**src/rtl/axis_write_arbiter_if.sv**
```systemverilog
// One AXI-Stream write channel (data, byte strobes, valid/last, ready).
// The master drives the payload toward the slave; the slave returns tready.
interface axis_write_arbiter_if #(
  parameter int DATA_WIDTH = 32
);
  logic [DATA_WIDTH-1:0]   wr_tdata;
  logic [DATA_WIDTH/8-1:0] tstrb;
  logic                    tvalid;
  logic                    tlast;
  logic                    tready;

  modport master (output wr_tdata, output tstrb, output tvalid, output tlast, input tready);
  modport slave  (input wr_tdata, input tstrb, input tvalid, input tlast, output tready);
endinterface

```
**src/rtl/axis_write_arbiter.sv**
```systemverilog
// Two-requester, packet-granular round-robin arbiter onto one AXI-Stream write port.
// A grant is released on tlast, or forced after MAX_BEATS beats with trunc_err raised.
module axis_write_arbiter #(
  parameter int DATA_WIDTH = 32,
  parameter int MAX_BEATS  = 256
) (
  input  logic                 axis_aclk,
  input  logic                 axis_areset,
  axis_write_arbiter_if.slave  s01_axis,
  axis_write_arbiter_if.slave  s02_axis,
  axis_write_arbiter_if.master m01_axis,
  output logic                 grant_id,
  output logic                 busy,
  output logic [15:0]          s01_pkt_cnt,
  output logic [15:0]          s02_pkt_cnt,
  output logic                 trunc_err
);

  localparam logic [1:0] IDLE    = 2'd0;
  localparam logic [1:0] GNT_S01 = 2'd1;
  localparam logic [1:0] GNT_S02 = 2'd2;

  localparam logic [15:0] LAST_BEAT = 16'(MAX_BEATS - 1);

  logic [1:0]  state_q, state_d;
  logic        grant_q, grant_d;
  logic        prio_s02_q, prio_s02_d;
  logic [15:0] beat_cnt_q, beat_cnt_d;
  logic [15:0] cnt1_q, cnt1_d;
  logic [15:0] cnt2_q, cnt2_d;
  logic        trunc_q, trunc_d;

  logic gnt_valid;
  logic gnt_last;
  logic at_limit;
  logic accept;
  logic pkt_end;

  assign at_limit = (beat_cnt_q == LAST_BEAT);

  always_comb begin
    m01_axis.wr_tdata = {DATA_WIDTH{1'b0}};
    m01_axis.tstrb    = {(DATA_WIDTH/8){1'b0}};
    m01_axis.tvalid   = 1'b0;
    m01_axis.tlast    = 1'b0;
    s01_axis.tready   = 1'b0;
    s02_axis.tready   = 1'b0;
    gnt_valid         = 1'b0;
    gnt_last          = 1'b0;
    case (state_q)
      GNT_S01: begin
        m01_axis.wr_tdata = s01_axis.wr_tdata;
        m01_axis.tstrb    = s01_axis.tstrb;
        m01_axis.tvalid   = s01_axis.tvalid;
        m01_axis.tlast    = s01_axis.tlast | at_limit;
        s01_axis.tready   = m01_axis.tready;
        gnt_valid         = s01_axis.tvalid;
        gnt_last          = s01_axis.tlast;
      end
      GNT_S02: begin
        m01_axis.wr_tdata = s02_axis.wr_tdata;
        m01_axis.tstrb    = s02_axis.tstrb;
        m01_axis.tvalid   = s02_axis.tvalid;
        m01_axis.tlast    = s02_axis.tlast | at_limit;
        s02_axis.tready   = m01_axis.tready;
        gnt_valid         = s02_axis.tvalid;
        gnt_last          = s02_axis.tlast;
      end
      default: ;
    endcase
  end

  assign accept  = gnt_valid & m01_axis.tready;
  assign pkt_end = accept & (gnt_last | at_limit);

  always_comb begin
    state_d    = state_q;
    grant_d    = grant_q;
    prio_s02_d = prio_s02_q;
    beat_cnt_d = beat_cnt_q;
    cnt1_d     = cnt1_q;
    cnt2_d     = cnt2_q;
    trunc_d    = trunc_q;
    case (state_q)
      GNT_S01, GNT_S02: begin
        if (pkt_end) begin
          state_d    = IDLE;
          beat_cnt_d = 16'd0;
          prio_s02_d = (state_q == GNT_S01);
          if (state_q == GNT_S01) cnt1_d = cnt1_q + 16'd1;
          else                    cnt2_d = cnt2_q + 16'd1;
          if (!gnt_last) trunc_d = 1'b1;
        end else if (accept) begin
          beat_cnt_d = beat_cnt_q + 16'd1;
        end
      end
      default: begin
        // Illegal encodings fall back to arbitration just like IDLE.
        state_d    = IDLE;
        beat_cnt_d = 16'd0;
        if (s01_axis.tvalid && (!s02_axis.tvalid || !prio_s02_q)) begin
          state_d = GNT_S01;
          grant_d = 1'b0;
        end else if (s02_axis.tvalid) begin
          state_d = GNT_S02;
          grant_d = 1'b1;
        end
      end
    endcase
  end

  always_ff @(posedge axis_aclk) begin
    if (axis_areset) begin
      state_q    <= IDLE;
      grant_q    <= 1'b0;
      prio_s02_q <= 1'b0;
      beat_cnt_q <= 16'd0;
      cnt1_q     <= 16'd0;
      cnt2_q     <= 16'd0;
      trunc_q    <= 1'b0;
    end else begin
      state_q    <= state_d;
      grant_q    <= grant_d;
      prio_s02_q <= prio_s02_d;
      beat_cnt_q <= beat_cnt_d;
      cnt1_q     <= cnt1_d;
      cnt2_q     <= cnt2_d;
      trunc_q    <= trunc_d;
    end
  end

  assign grant_id    = grant_q;
  assign busy        = (state_q != IDLE);
  assign s01_pkt_cnt = cnt1_q;
  assign s02_pkt_cnt = cnt2_q;
  assign trunc_err   = trunc_q;

endmodule

```
**src/flat_wrapper.sv**
```systemverilog
// flat-port wrapper written by rule: the top's interface ports become plain ports
module axis_write_arbiter_flat 
#(
  parameter int DATA_WIDTH = 32,
  parameter int MAX_BEATS  = 256
)
  (axis_aclk, axis_areset, grant_id, busy, s01_pkt_cnt, s02_pkt_cnt, trunc_err, s01_axis_wr_tdata, s01_axis_tstrb, s01_axis_tvalid, s01_axis_tlast, s01_axis_tready, s02_axis_wr_tdata, s02_axis_tstrb, s02_axis_tvalid, s02_axis_tlast, s02_axis_tready, m01_axis_wr_tdata, m01_axis_tstrb, m01_axis_tvalid, m01_axis_tlast, m01_axis_tready);
  axis_write_arbiter_if #(.DATA_WIDTH(DATA_WIDTH)) s01_axis_i ();
  axis_write_arbiter_if #(.DATA_WIDTH(DATA_WIDTH)) s02_axis_i ();
  axis_write_arbiter_if #(.DATA_WIDTH(DATA_WIDTH)) m01_axis_i ();
  input  logic axis_aclk;
  input  logic axis_areset;
  output logic grant_id;
  output logic busy;
  output logic [15:0] s01_pkt_cnt;
  output logic [15:0] s02_pkt_cnt;
  output logic trunc_err;
  input wire logic [$bits(s01_axis_i.wr_tdata)-1:0] s01_axis_wr_tdata;
  input wire logic [$bits(s01_axis_i.tstrb)-1:0] s01_axis_tstrb;
  input wire logic [$bits(s01_axis_i.tvalid)-1:0] s01_axis_tvalid;
  input wire logic [$bits(s01_axis_i.tlast)-1:0] s01_axis_tlast;
  output wire logic [$bits(s01_axis_i.tready)-1:0] s01_axis_tready;
  input wire logic [$bits(s02_axis_i.wr_tdata)-1:0] s02_axis_wr_tdata;
  input wire logic [$bits(s02_axis_i.tstrb)-1:0] s02_axis_tstrb;
  input wire logic [$bits(s02_axis_i.tvalid)-1:0] s02_axis_tvalid;
  input wire logic [$bits(s02_axis_i.tlast)-1:0] s02_axis_tlast;
  output wire logic [$bits(s02_axis_i.tready)-1:0] s02_axis_tready;
  output wire logic [$bits(m01_axis_i.wr_tdata)-1:0] m01_axis_wr_tdata;
  output wire logic [$bits(m01_axis_i.tstrb)-1:0] m01_axis_tstrb;
  output wire logic [$bits(m01_axis_i.tvalid)-1:0] m01_axis_tvalid;
  output wire logic [$bits(m01_axis_i.tlast)-1:0] m01_axis_tlast;
  input wire logic [$bits(m01_axis_i.tready)-1:0] m01_axis_tready;
  assign s01_axis_i.wr_tdata = s01_axis_wr_tdata;
  assign s01_axis_i.tstrb = s01_axis_tstrb;
  assign s01_axis_i.tvalid = s01_axis_tvalid;
  assign s01_axis_i.tlast = s01_axis_tlast;
  assign s01_axis_tready = s01_axis_i.tready;
  assign s02_axis_i.wr_tdata = s02_axis_wr_tdata;
  assign s02_axis_i.tstrb = s02_axis_tstrb;
  assign s02_axis_i.tvalid = s02_axis_tvalid;
  assign s02_axis_i.tlast = s02_axis_tlast;
  assign s02_axis_tready = s02_axis_i.tready;
  assign m01_axis_wr_tdata = m01_axis_i.wr_tdata;
  assign m01_axis_tstrb = m01_axis_i.tstrb;
  assign m01_axis_tvalid = m01_axis_i.tvalid;
  assign m01_axis_tlast = m01_axis_i.tlast;
  assign m01_axis_i.tready = m01_axis_tready;
  axis_write_arbiter #(.DATA_WIDTH(DATA_WIDTH), .MAX_BEATS(MAX_BEATS)) u_core (.axis_aclk(axis_aclk), .axis_areset(axis_areset), .s01_axis(s01_axis_i), .s02_axis(s02_axis_i), .m01_axis(m01_axis_i), .grant_id(grant_id), .busy(busy), .s01_pkt_cnt(s01_pkt_cnt), .s02_pkt_cnt(s02_pkt_cnt), .trunc_err(trunc_err));
endmodule
```
**config.mk**
```make
export PLATFORM = sky130hd
export DESIGN_NAME = axis_write_arbiter_flat
export DESIGN_NICKNAME = d
export VERILOG_FILES = /design/src/rtl/axis_write_arbiter_if.sv /design/src/rtl/axis_write_arbiter.sv /design/src/flat_wrapper.sv
export SDC_FILE = /design/constraint.sdc
export NUM_CORES = 1
export LEC_CHECK = 0
export CAP_MARGIN = 25
export CELL_PAD_IN_SITES_DETAIL_PLACEMENT = 1
export CELL_PAD_IN_SITES_GLOBAL_PLACEMENT = 2
export CORE_MARGIN = 3
export CORE_UTILIZATION = 25
export CTS_BUF_LIST = sky130_fd_sc_hd__clkbuf_2
export DETAILED_ROUTE_END_ITERATION = 16
export GPL_TIMING_DRIVEN = 0
export PLACE_DENSITY_LB_ADDON = 0.05
export SETUP_SLACK_MARGIN = 0.15
export SLEW_MARGIN = 30
export SYNTH_ARGS = -nofsm -noshare
export SYNTH_HDL_FRONTEND = slang
export SYNTH_SLANG_ARGS = --single-unit
```
**constraint.sdc**
```tcl
create_clock -name axis_aclk -period 7.3 [get_ports axis_aclk]
set_input_delay 1.46 -clock axis_aclk [delete_from_list [all_inputs] [get_ports axis_aclk]]
set_output_delay 1.46 -clock axis_aclk [all_outputs]
set_load 0.1 [all_outputs]
```
Yosys cells after proc, flatten, opt, wreduce, memory -nomap -nowiden. Cells that the tools add are included. Widths: inputs -> output; s select.

Input port bits: 79. Register bits: 53. Word-level logic and storage cells: 48. Output and inout port bits: 75.

Equality and inequality tests: 4. Bitwise gates (word level): 8. Muxes and demuxes: 13. Reductions and logical operators: 13. $add $sub $neg: 3.

Operators by type and width (count): $pmux 32 s2 (1); $add 16x1->16 const B (3); $eq 16x8->1 const B (1); $reduce_and 3->1 (3); $mux 2 (4); $pmux 4 s2 (1); $pmux 1 s2 (3); $mux 1 (4); $reduce_and 2->1 (2); $reduce_bool 2->1 (2); $not 1->1 (3); $or 1x1->1 (3); $reduce_or 3->1 (1); $and 1x1->1 (2); $eq 2x1->1 const B (1); $eq 2x2->1 const B (1); $logic_not 1->1 (2); $ne 2x1->1 const B (1); $reduce_or 2->1 (1); $logic_and 1x1->1 (1); $logic_or 1x1->1 (1).

Logic depth before layout (Yosys ltp).
Depth after elaboration: 6. Depth in mapped cells: 10.

Worst setup path after synthesis. No wires, ideal clock.

Path kind: reg-to-output. Start: reg u_core.beat_cnt_q[8]. End: out m01_axis_tlast. Cell stages (with the launch flop): 5. Data required time: 5.840 ns. Path slack: 2.030 ns. Data arrival time: 3.810 ns. Cell sequence: dfxtp_1 > or4_4 > or4_4 > buf_6 > a21boi_0.

Word-level cells in the longest chain between the ends: 3.

RTL lines: start, declared (line axis_write_arbiter.sv:28) `logic [15:0] beat_cnt_q, beat_cnt_d;`; start signal, assigned (line axis_write_arbiter.sv:125) `beat_cnt_q <= beat_cnt_d;`; $eq 16x8->1 (*) (line axis_write_arbiter.sv:39) `assign at_limit = (beat_cnt_q == LAST_BEAT);`; $or 1x1->1, on equally long branches (line axis_write_arbiter.sv:64, axis_write_arbiter.sv:55); $pmux 1 s2 (*) (line axis_write_arbiter.sv:50) `case (state_q)`; end, declared (line flat_wrapper.sv:31) `output wire logic [$bits(m01_axis_i.tlast)-1:0] m01_axis_tlast;`.

Every way passes the cells marked *; elsewhere a longest branch is shown, timed or not.

Final worst setup path. Same ends and word-level chain as after synthesis.

==> results.cfg <==
[outcome]
status = complete, no violations

[clocking]
clock_path_buffers = 2
cts_root_buf = clkbuf_2
clk_pin_slew_ps = 280
cts_max_level = 2
clock_latency_ps = 470
hold_buffers = 0
cts_tree = built
post_cts_buffers = 0
cts.sinks = 53
cts_buffers = 5
post_cts_resized = 0

[synth]
synth_seq_cells = 53
ys_warn_count = 0
yosysSeqAreaShare = 0.3263
synth_enable_flop_cells = 0
syn-cell-area_sq_mm = 0.003252
synth_area_per_cell_sq_um = 8.296
ys_async_sr_fraction = 0
mappedNetlistNets = 478
synth-main-ff-cell = dfxtp_1
yosysUniqueCellTypes = 45
syn_inst = 392

[sta]
skew_ps = 13.36
finalSetupTns_ps = 0
slew_viol_final = 0
timing.final.hold_violations = 0
max_clock_freq_ghz = 0.1899
rsz0062_at_grt = no
tightestPinTransition_ps = 1028
fin_crit_sh = 0.7214
setup_violations = 0
relSlewSlack = 0.3128
period_needed_ps = 5266

[global_routing]
grt_pass1_wl_um = 20080
grt_overflow = 0
grt_max_degree = 17
grt_pass1_vias = 3527
antenna_found_initial = 1
grt_use_total = 0.1751

[detailed_routing]
vias_per_cell = 4.923
route.detailed.drc = 0
drtIter0Drc = 100
dr_total_vias = 3574
firstDrtPassIters = 4
drt_wl_total_um = 13260
postRouteAntennaNets = 0
wl_per_cell_um = 18.27

[setup_path]
critPathLaunchType = flip-flop
crit_chain = or4_4, or4_4, buf_6, a21boi_0, clkdlybuf4s50_1
worstPathArrival_ps = 3810
cp.required_ps = 5840
slowest_stage = clkdlybuf4s50_1
end_kind = output pin
cp_max_fo = 10
crit_type = flip-flop to output pin
crit_path_max_incr_delay_ps = 1220
crit_top_cell = or4_4

[floorplan]
ios = 154
start_util = 0.2566
core_area_sq_mm = 0.01267
row_count = 41
dieHeight_um = 120.1
dieArea_sq_mm = 0.01441
die_w_um = 120.1

[pwr]
power_density_mw_per_mm2 = 132.5
p_leak_nw = 1.536
ir_drop_mv = 0.09904

[finish]
fin_nets = 638
area_growth_pct = 55.83
drive_gt1_frac = 0.04340
layout.cells.non_filler = 726
fillers = 1530

[place]
gp_congestion = 0.7938
placed_cells = 717
hpwl_um = 10440
io_buffers = 153

[job]
maxCapViolCount = 0

[min_path]
hold_path_class = flip-flop to flip-flop
[cell usage in the layout, fill, tap and decap left out, drive strengths merged, types with 12 or more instances in the layout]
cell type	synthesis	final
a21oi	23	23
a22oi	38	38
clkbuf	17	22
clkdlybuf4s50	0	153
dfxtp	53	53
nand2	17	17
nand3	18	18
nand4	12	12
nor2	39	39
nor2b	40	40
xnor2	17	17
[flip-flops by register name, summed over array words and instances (netlist names)]
name / count
u_core.beat_cnt_q: 16
u_core.s01_pkt_cnt: 16
u_core.s02_pkt_cnt: 16
u_core.state_q: 2
u_core.grant_id: 1
u_core.prio_s02_q: 1
u_core.trunc_err: 1
[stage by stage]
step / hold WS, ps / worst slack [ps] / area [sq um] / utilization / total power, mW
after global placement: 468.4 / 2232 / 4999 / 0.3945 / 0.5155
final: 502.8 / 2034 / 5067 / 0.3999 / 0.6714
after global routing: 531.2 / 1732 / 5067 / 0.3999 / 0.7005
after detailed placement: 480.2 / 2196 / 4999 / 0.3945 / 0.5174
after CTS: 507.9 / 1932 / 5065 / 0.3997 / 0.6817
after floorplan: 453.1 / 2030 / 3252 / - / 0.4309
[path summary, 6_finish.rpt]
kind	endpoint	cells after the start	slack (ps)	from
setup / recovery	m01_axis_tlast	5	2030	u_core.beat_cnt_q[8]
hold / removal	u_core.grant_id	2	500	u_core.grant_id
setup reg to reg	u_core.s02_pkt_cnt[3]	10	3940	u_core.state_q[1]
hold reg to reg	u_core.grant_id	2	500	u_core.grant_id
[layer usage]
layer / vias to the layer above / global-route usage / routed length, um
met5: - / 0 / 0
met4: 0 / 0.04009 / 159
met3: 9 / 0.03911 / 791
met2: 101 / 0.3021 / 6488
met1: 1716 / 0.2226 / 5822
li1: 1748 / - / -
[synth_stat cells, types with 8 or more instances]
cell type | n | area (sq um)
a21oi_1 | 22 | 110.1
a22oi_1 | 38 | 285.3
clkbuf_1 | 17 | 63.81
dfxtp_1 | 53 | 1061
inv_1 | 10 | 37.54
nand2_1 | 17 | 63.81
nand3_1 | 18 | 90.09
nand4_1 | 12 | 75.07
nor2_1 | 39 | 146.4
nor2b_1 | 40 | 250.2
o31ai_1 | 8 | 60.06
or4_1 | 9 | 67.56
xnor2_1 | 17 | 148.9
xor2_1 | 11 | 96.34
[area by class of cell]
class / instances / area (sq um) / area share
Sequential cell: 53 / 1061 / 0.2094
Antenna cell: 1 / 2.502 / 0.0004938
Tap cell: 172 / 215.2 / 0.04247
Multi-Input combinational cell: 303 / 2046 / 0.4037
Timing Repair Buffer: 153 / 1531 / 0.3022
Clock buffer: 5 / 25.02 / 0.004938
Inverter: 10 / 37.54 / 0.007407
Buffer: 26 / 107.6 / 0.02123
Clock inverter: 3 / 41.29 / 0.008148
[worst max-delay path, delay by kind of cell, from the launching register on]
family                 cells  cell delay [ps]
AO/OA/AOI/OAI              1              330
AND/OR/NAND/NOR            2             1170
flip-flops                 1              420
buffers and inverters      2             1420
[power by group]
part	internal [mW]	switching, mW	leakage [nW]
clock	0.0564	0.104	0.0366
sequential	0.292	0.00123	0.427
combinational	0.0795	0.138	1.07
total	0.428	0.243	1.54
[kinds of logic after synthesis]
kind of cell	count (synthesis)	share of synthesized area
compound gates	90	0.2139
fa+ha+maj	7	0.02693
flops	53	0.3263
xor+xnor	28	0.07541
buf+inv	36	0.04463
mux	6	0.01962
simple gates	172	0.2932
Power figures use the tool's default switching activity.
